--- src/rtl/aposta_emissor.sv ---
`default_nettype none
// ============================================================================
// Module   : aposta_emissor
// Purpose  : Player-side bet transmitter for the lottery checker. Latches one
//            NUM_DIGITS-digit bet on start, streams the digits one per insere
//            strobe on numero, raises fim_jogo with the last digit still on
//            numero, waits RESP_WAIT cycles, then captures premio into
//            resultado with a one-cycle done pulse. Completed games are
//            counted in jogos; once MAX_JOGOS is reached limite blocks start.
// Ports    : clock, reset        - rising-edge clock, synchronous active-high
//            aposta              - bet, digit 0 in the most significant nibble
//            start               - request to send one game (IDLE only)
//            premio              - checker result, sampled at end of WAIT
//            numero, insere      - digit bus and its 1-cycle valid strobe
//            fim_jogo            - 1-cycle end-of-game strobe
//            busy                - game in progress
//            done, resultado     - capture pulse and last captured premio
//            jogos, limite       - saturating game count and its limit flag
// Revision : 1.0  initial release
// ============================================================================
module aposta_emissor #(
  parameter int NUM_DIGITS = 5,
  parameter int DIGIT_W    = 4,
  parameter int GAP_CYCLES = 1,
  parameter int RESP_WAIT  = 2,
  parameter int MAX_JOGOS  = 5
) (
  input  logic                          clock,
  input  logic                          reset,
  input  logic [NUM_DIGITS*DIGIT_W-1:0] aposta,
  input  logic                          start,
  input  logic [1:0]                    premio,
  output logic [DIGIT_W-1:0]            numero,
  output logic                          insere,
  output logic                          fim_jogo,
  output logic                          busy,
  output logic                          done,
  output logic [1:0]                    resultado,
  output logic [2:0]                    jogos,
  output logic                          limite
);

  localparam int BET_W  = NUM_DIGITS * DIGIT_W;
  localparam int IDX_W  = $clog2(NUM_DIGITS);
  localparam int GAP_W  = (GAP_CYCLES > 1) ? $clog2(GAP_CYCLES) : 1;
  localparam int WAIT_W = (RESP_WAIT > 1) ? $clog2(RESP_WAIT) : 1;

  localparam logic [IDX_W-1:0]  LAST_IDX  = IDX_W'(NUM_DIGITS - 1);
  localparam logic [IDX_W-1:0]  IDX_ONE   = IDX_W'(1);
  // Counters are loaded with (length-1) and the state ends when they hit 0.
  localparam logic [GAP_W-1:0]  GAP_LOAD  = GAP_W'((GAP_CYCLES > 0) ? GAP_CYCLES - 1 : 0);
  localparam logic [WAIT_W-1:0] WAIT_LOAD = WAIT_W'(RESP_WAIT - 1);
  localparam logic [2:0]        MAX_J     = 3'(MAX_JOGOS);

  typedef enum logic [2:0] {
    S_IDLE    = 3'd0,
    S_SEND    = 3'd1,
    S_GAP     = 3'd2,
    S_FIM     = 3'd3,
    S_WAIT    = 3'd4,
    S_CAPTURE = 3'd5
  } state_t;

  state_t              state_q;
  logic [BET_W-1:0]    bet_q;
  logic [IDX_W-1:0]    idx_q;
  logic [GAP_W-1:0]    gap_q;
  logic [WAIT_W-1:0]   wait_q;
  logic [DIGIT_W-1:0]  numero_q;
  logic                insere_q;
  logic                fim_q;
  logic                busy_q;
  logic                done_q;
  logic [1:0]          resultado_q;
  logic [2:0]          jogos_q;
  logic                limite_q;
  logic [2:0]          jogos_d;

  // Digit k sits k digits below the top of the bet word.
  function automatic logic [DIGIT_W-1:0] digit_at(input logic [BET_W-1:0] b,
                                                  input int k);
    logic [BET_W-1:0] sh;
    sh = b >> ((NUM_DIGITS - 1 - k) * DIGIT_W);
    return sh[DIGIT_W-1:0];
  endfunction

  // Saturating increment of the completed-game counter.
  always_comb begin
    jogos_d = jogos_q;
    if (jogos_q != MAX_J) begin
      jogos_d = jogos_q + 3'd1;
    end
  end

  // Outputs are registered alongside the state: each branch sets the output
  // values that belong to the state being entered.
  always_ff @(posedge clock) begin
    if (reset) begin
      state_q     <= S_IDLE;
      bet_q       <= '0;
      idx_q       <= '0;
      gap_q       <= '0;
      wait_q      <= '0;
      numero_q    <= '0;
      insere_q    <= 1'b0;
      fim_q       <= 1'b0;
      busy_q      <= 1'b0;
      done_q      <= 1'b0;
      resultado_q <= 2'b00;
      jogos_q     <= 3'd0;
      limite_q    <= 1'b0;
    end else begin
      insere_q <= 1'b0;
      fim_q    <= 1'b0;
      done_q   <= 1'b0;
      case (state_q)
        S_IDLE: begin
          if (start && !limite_q) begin
            bet_q    <= aposta;
            idx_q    <= '0;
            numero_q <= digit_at(aposta, 0);
            insere_q <= 1'b1;
            busy_q   <= 1'b1;
            state_q  <= S_SEND;
          end
        end
        S_SEND: begin
          if (idx_q == LAST_IDX) begin
            // numero keeps the final digit through fim_jogo.
            fim_q   <= 1'b1;
            state_q <= S_FIM;
          end else begin
            idx_q <= idx_q + IDX_ONE;
            if (GAP_CYCLES == 0) begin
              numero_q <= digit_at(bet_q, int'(idx_q) + 1);
              insere_q <= 1'b1;
              state_q  <= S_SEND;
            end else begin
              gap_q   <= GAP_LOAD;
              state_q <= S_GAP;
            end
          end
        end
        S_GAP: begin
          if (gap_q == '0) begin
            numero_q <= digit_at(bet_q, int'(idx_q));
            insere_q <= 1'b1;
            state_q  <= S_SEND;
          end else begin
            gap_q <= gap_q - GAP_W'(1);
          end
        end
        S_FIM: begin
          wait_q  <= WAIT_LOAD;
          state_q <= S_WAIT;
        end
        S_WAIT: begin
          if (wait_q == '0) begin
            resultado_q <= premio;
            done_q      <= 1'b1;
            jogos_q     <= jogos_d;
            limite_q    <= (jogos_d == MAX_J);
            state_q     <= S_CAPTURE;
          end else begin
            wait_q <= wait_q - WAIT_W'(1);
          end
        end
        S_CAPTURE: begin
          busy_q  <= 1'b0;
          state_q <= S_IDLE;
        end
        default: begin
          busy_q  <= 1'b0;
          state_q <= S_IDLE;
        end
      endcase
    end
  end

  assign numero    = numero_q;
  assign insere    = insere_q;
  assign fim_jogo  = fim_q;
  assign busy      = busy_q;
  assign done      = done_q;
  assign resultado = resultado_q;
  assign jogos     = jogos_q;
  assign limite    = limite_q;

endmodule
`default_nettype wire

--- config.mk ---
export PLATFORM = sky130hd
export DESIGN_NAME = aposta_emissor
export DESIGN_NICKNAME = d
export VERILOG_FILES = /design/src/rtl/aposta_emissor.sv
export SDC_FILE = /design/constraint.sdc
export NUM_CORES = 1
export LEC_CHECK = 0
export BUFFER_PORTS_ARGS = -buffer_cell sky130_fd_sc_hd__buf_2
export CAP_MARGIN = 30
export CORE_MARGIN = 8
export CORE_UTILIZATION = 25
export DETAILED_ROUTE_END_ITERATION = 10
export GPL_ROUTABILITY_DRIVEN = 0
export PLACE_DENSITY = 0.4
export RECOVER_POWER = 100
export SYNTH_ARGS = -nofsm -noshare
export SYNTH_HDL_FRONTEND = slang
export SYNTH_SLANG_ARGS = --single-unit
--- constraint.sdc ---
create_clock -name clock -period 2.75 [get_ports clock]
set_clock_uncertainty 0.05 [all_clocks]
set_input_delay 0.1375 -clock clock [delete_from_list [all_inputs] [get_ports clock]]
set_output_delay 0.1375 -clock clock [all_outputs]
set_load 0.01 [all_outputs]
# ---- Word level (Yosys, flattened, before mapping)
# Index checks and enable logic that the tools add are counted.
dict set report word_totals {
  ff_bits 42
  wordCells 75
}
dict set report classes {
  n_addsub 5
  n_eq_ne 11
  shifts 1
  muxes 24
  n_bitwise 4
  reduce_logical 17
}
# operator count
set ops {}
lappend ops {{$shr A20 B32 Y4} 1}
lappend ops {{$mux W3} 6}
lappend ops {{$pmux W3 S5} 1}
lappend ops {{$eq A3 B3 Y1 const B} 3}
lappend ops {{$mux W1} 9}
lappend ops {{$reduce_and A3 Y1} 3}
lappend ops {{$mux W4} 2}
lappend ops {{$ne A2 B2 Y1 const B} 4}
lappend ops {{$pmux W1 S2} 4}
lappend ops {{$pmux W4 S2} 1}
lappend ops {{$reduce_and A2 Y1} 4}
lappend ops {{$reduce_bool A2 Y1} 4}
lappend ops {{$add A3 B1 Y3 const B} 2}
lappend ops {{$eq A3 B2 Y1 const B} 2}
lappend ops {{$pmux W3 S2} 1}
lappend ops {{$not A1 Y1} 4}
lappend ops {{$reduce_or A2 Y1} 2}
lappend ops {{$reduce_or A4 Y1} 1}
lappend ops {{$sub A3 B3 Y4 const A} 1}
lappend ops {{$eq A3 B1 Y1 const B} 1}
lappend ops {{$logic_not A3 Y1} 1}
lappend ops {{$ne A3 B3 Y1 const B} 1}
lappend ops {{$sub A1 B1 Y1 const B} 2}
lappend ops {{$logic_and A1 B1 Y1} 1}
lappend ops {{$logic_not A1 Y1} 1}

# ---- Longest topological paths before layout
dict set report depth {
  word_depth 4
  ltp_mapped 7
}

# ---- Worst setup path before layout
# OpenSTA, ideal clock, no wires.
dict set report synth_path {
  path_kind {register to register}
  from {reg idx_q[0]}
  to {reg numero_q[2], in the netlist numero[2]}
  setup_ns 0.135
  arrival_ns 1.613
  t_required_ns 2.565
  slack_ns 0.953
  stages_incl_launch_ff 8
  path_cell_list {dfxtp_1 inv_1 ha_1 buf_2 mux2_2 o2bb2ai_1 a31oi_1 o22ai_1}
}
dict set report synth_between {
  elab_chain_len 4
}
# element line_no
set synth_rtl {}
lappend synth_rtl {{start, declared} 66} ;# logic [IDX_W-1:0] idx_q;
lappend synth_rtl {{start signal, assigned} 133} ;# idx_q <= idx_q + IDX_ONE;
lappend synth_rtl {{$sub A3 B3 Y4} 83} ;# sh = b >> ((NUM_DIGITS - 1 - k) * DIGIT_W);
lappend synth_rtl {{$shr A20 B32 Y4} 83}
lappend synth_rtl {{$mux W4} 145} ;# if (gap_q == '0) begin
lappend synth_rtl {{$pmux W4 S2} 116} ;# case (state_q)
lappend synth_rtl {{end signal, assigned} 121} ;# numero_q <= digit_at(aposta, 0);
lappend synth_rtl {{end signal, assigned} 135} ;# numero_q <= digit_at(bet_q, int'(idx_q) + 1);
lappend synth_rtl {{end signal, assigned} 146} ;# numero_q <= digit_at(bet_q, int'(idx_q));
lappend synth_rtl {{end, declared} 69} ;# logic [DIGIT_W-1:0] numero_q;
# Every way passes these cells. The select of a mux whose other input is x is not followed.
# A chain may end at the register's enable or synchronous reset.

# ---- Worst setup path after layout
dict set report layout_path {
  from {reg idx_q[0]}
  to {reg idx_q[2]}
}
dict set report layout_between {
  elab_chain_len 3
}
# element line_no
set layout_rtl {}
lappend layout_rtl {{$add A3 B1 Y3 or $eq A3 B3 Y1 (tied branches)} {133, 128}}
lappend layout_rtl {{$mux W3 or $ne A2 B2 Y1 (tied branches)} n/a}
lappend layout_rtl {{$pmux W3 S2 or $reduce_and A3 Y1 (tied branches)} n/a}
# Parallel ways exist; a longest one is shown, timed or not. The select of a mux whose other input is x is not followed.

==> reports/summary.txt <==
commonest non-fill, non-tap cell in the layout = nand2_1
Detailed Route WL = 4780 um
clk buf depth = 2
via count = 1594
Root Driver = clkbuf_8
final setup margin = 0.688 ns
fin crit share = 75.0%
largest net degree at the start of global routing = 26
Hold WS = 0.0239 ns
Cell Rows = 32
Post-Syn Instances = 218
sequential cell area fraction in the yosys report = 42.3%
layout cells sized above 1 = 21.7%
synthesized cell area = 1940 um^2
Setup Buffers After CTS = 0
drt drc = 0
chip height = 104 um
Pwr Density = 561 nW/um^2
FF-to-FF path depth = 7
CP Max Fanout = 6
router iterations before antenna repair = 4
ys async rst share = 0%
Initial Utilization = 25.5%
cts hold-fix bufs = 0
Critical Path End Type = flip-flop
Avg WL per Cell = 13.4 um
final core occ = 29.1%
Peak VDD IR = 153 uV
number of synthesized register bits = 41
TritonCTS sink count = 41
Clock transition at path regs = 0.08 ns
setup tns final = 0 ns
area of the multi-input gates = 967 um^2
die area = 10800 um^2
total track usage = 9.23%
CTS tree = done
Slowest-stage cell, CP = nor4b_1
global-route wire length before repair = 8290 um
vias in the first global route = 1674
CP top delay family = simple AND/OR/NAND/NOR gates
WP buf/inv = 1
final hold vios = 0
worst path cell trace = inv_1 -> ha_1 -> ha_1 -> nor4b_1 -> nand2_1 -> xor2_1 -> nor3_2
EDFF count, synth = 0
worst slew pin tran = 1.04 ns
CP required = 2.88 ns
post_cts resized = 0
clock buffer count from CTS = 5
dpl ws = 0.719 ns
critical path's largest stage delay = 0.51 ns
HP Class = in2reg
Core Box Area = 7610 um^2
overall power = 1.24 mW
global route total overflow = 0
Layout Nets = 284
Vias/cell = 4.48
commonest non-fill, non-tap cells in the layout = nand2_1 (45), dfxtp_1 (41), a21oi_1 (26)
status = finished clean
Synth cell types = 40
CP arrival = 2.19 ns
Final Setup Violations = 0
syn_area_per_cell = 8.89 um^2
max-slew violations = 0
Detail Route Antenna Nets = 0
max cap viols = 0
area grow syn2layout = 14.1%
hold path depth = 3
yosys warns = 0
Worst path most repeated cell = ha_1
fmax = 485 MHz
post-detail-place hpwl = 3390 um
Die W = 104 um
Synthesized Nets = 248
Hold EP = bet_q[0]
Crit Path Category = reg2reg
Synth Flop Type = dfxtp_1
PortBufs = 38
Worst R2R Start = idx_q[0]
Static Leak = 0.802 nW
clk_lat worst skew = 0.29 ns
# fillers = 865
initial antenna violation count = 0
RSZ-0062 raised after global routing = no
CTS H-Tree Depth = 2
Max-Slew Margin vs Limit = 30.8%
FF/Latch Area = 821 um^2
min-delay src = aposta[0]
Reg2Reg Capture Point = idx_q[2]
Detailed Route Iter0 Violations = 71
post-route minimum period = 2.06 ns
I/O pin count = 39
CP Launch Type = flip-flop
Worst R2R Setup Slack = 0.69 ns
diodes inserted = 0
cell families (layout without fill, tap and decap cells):
kind of cell             after synthesis  after routing  synth area share, %
AO/OA/AOI/OAI                         55             55                 18.3
XOR/XNOR                               2              2                0.904
adder cells (fa/ha/maj)                5              5                 3.23
buffers and inverters                 16             52                 5.42
flip-flops                            41             41                 42.4
multiplexers                           9              9                 4.91
AND/OR/NAND/NOR                       90             90                 24.9
synthesized netlist by cell type, drive strengths merged (2+ instances only):
| cell type | n | area share [%] |
|---|---|---|
| nor2 | 13 | 2.6 |
| and2 | 2 | 0.65 |
| a21oi | 31 | 9.7 |
| o2bb2ai | 4 | 1.8 |
| mux2 | 4 | 2.3 |
| xor2 | 2 | 0.90 |
| nor2b | 3 | 0.97 |
| nand2b | 2 | 0.65 |
| ha | 5 | 3.2 |
| inv | 3 | 0.58 |
| nand3 | 2 | 0.52 |
| a31oi | 4 | 1.3 |
| nor3 | 4 | 1.3 |
| clkbuf | 4 | 0.77 |
| nor4b | 4 | 4.1 |
| o21a | 2 | 0.77 |
| buf | 9 | 4.1 |
| o21ai | 4 | 1.0 |
| o22ai | 4 | 1.3 |
| a22oi | 4 | 1.5 |
| dfxtp | 41 | 42 |
| mux2i | 5 | 2.6 |
| nand2 | 54 | 12 |
power breakdown:
part           total (mW)  switching (mW)  internal (mW)
registers           0.655          0.0275          0.627
clock network       0.408           0.208          0.200
logic               0.178           0.104         0.0733
total                1.24           0.340          0.900
per-layer routing:
layer  wire [um]  vias up  GRT usage (%)
li1            -      821              -
met1        2510      738           12.2
met2        2020       31           13.8
met3         197        4           2.91
met4          49        0           3.10
met5           0        -              0
how the worst max path moves through the flow:
stage	depth (start not counted)	to	slack, ns	from
after floorplan	7	numero[2]	0.95	idx_q[0]
after global placement	6	numero[3]	0.77	idx_q[0]
after detailed placement	6	numero[1]	0.72	idx_q[0]
after CTS	6	numero[0]	0.68	idx_q[0]
after global routing	5	bet_q[19]	0.41	state_q[0]
final	7	idx_q[2]	0.69	idx_q[0]
area by class of cell:
cell class / instances / area share (%)
tap: 102 / 5.77
multi-input combinational: 161 / 43.7
inverter: 3 / 0.509
clock buffer: 7 / 3.90
timing repair buffer: 42 / 8.99
sequential: 41 / 37.1
tightest hold or removal path: cells and delay by family:
kind	cells	cell delay, ns
simple gates	1	0.05
buf+inv	1	0.10
compound gates	1	0.04
per-stage QoR:
stage / area (um^2) / cells
detailed placement: 2190 / 349
CTS: 2280 / 356
finish: 2210 / 356
global route: 2210 / 356
floorplan: 1940 / 218
global placement: 2190 / 349
state kept, by name, summed over array words and instances (netlist names), 2 cells and up:
| register | cells |
|---|---|
| bet_q | 20 |
| jogos | 3 |
| resultado | 2 |
| numero | 4 |
| idx_q | 3 |
| state_q | 3 |
Power figures use the tool's default switching activity.
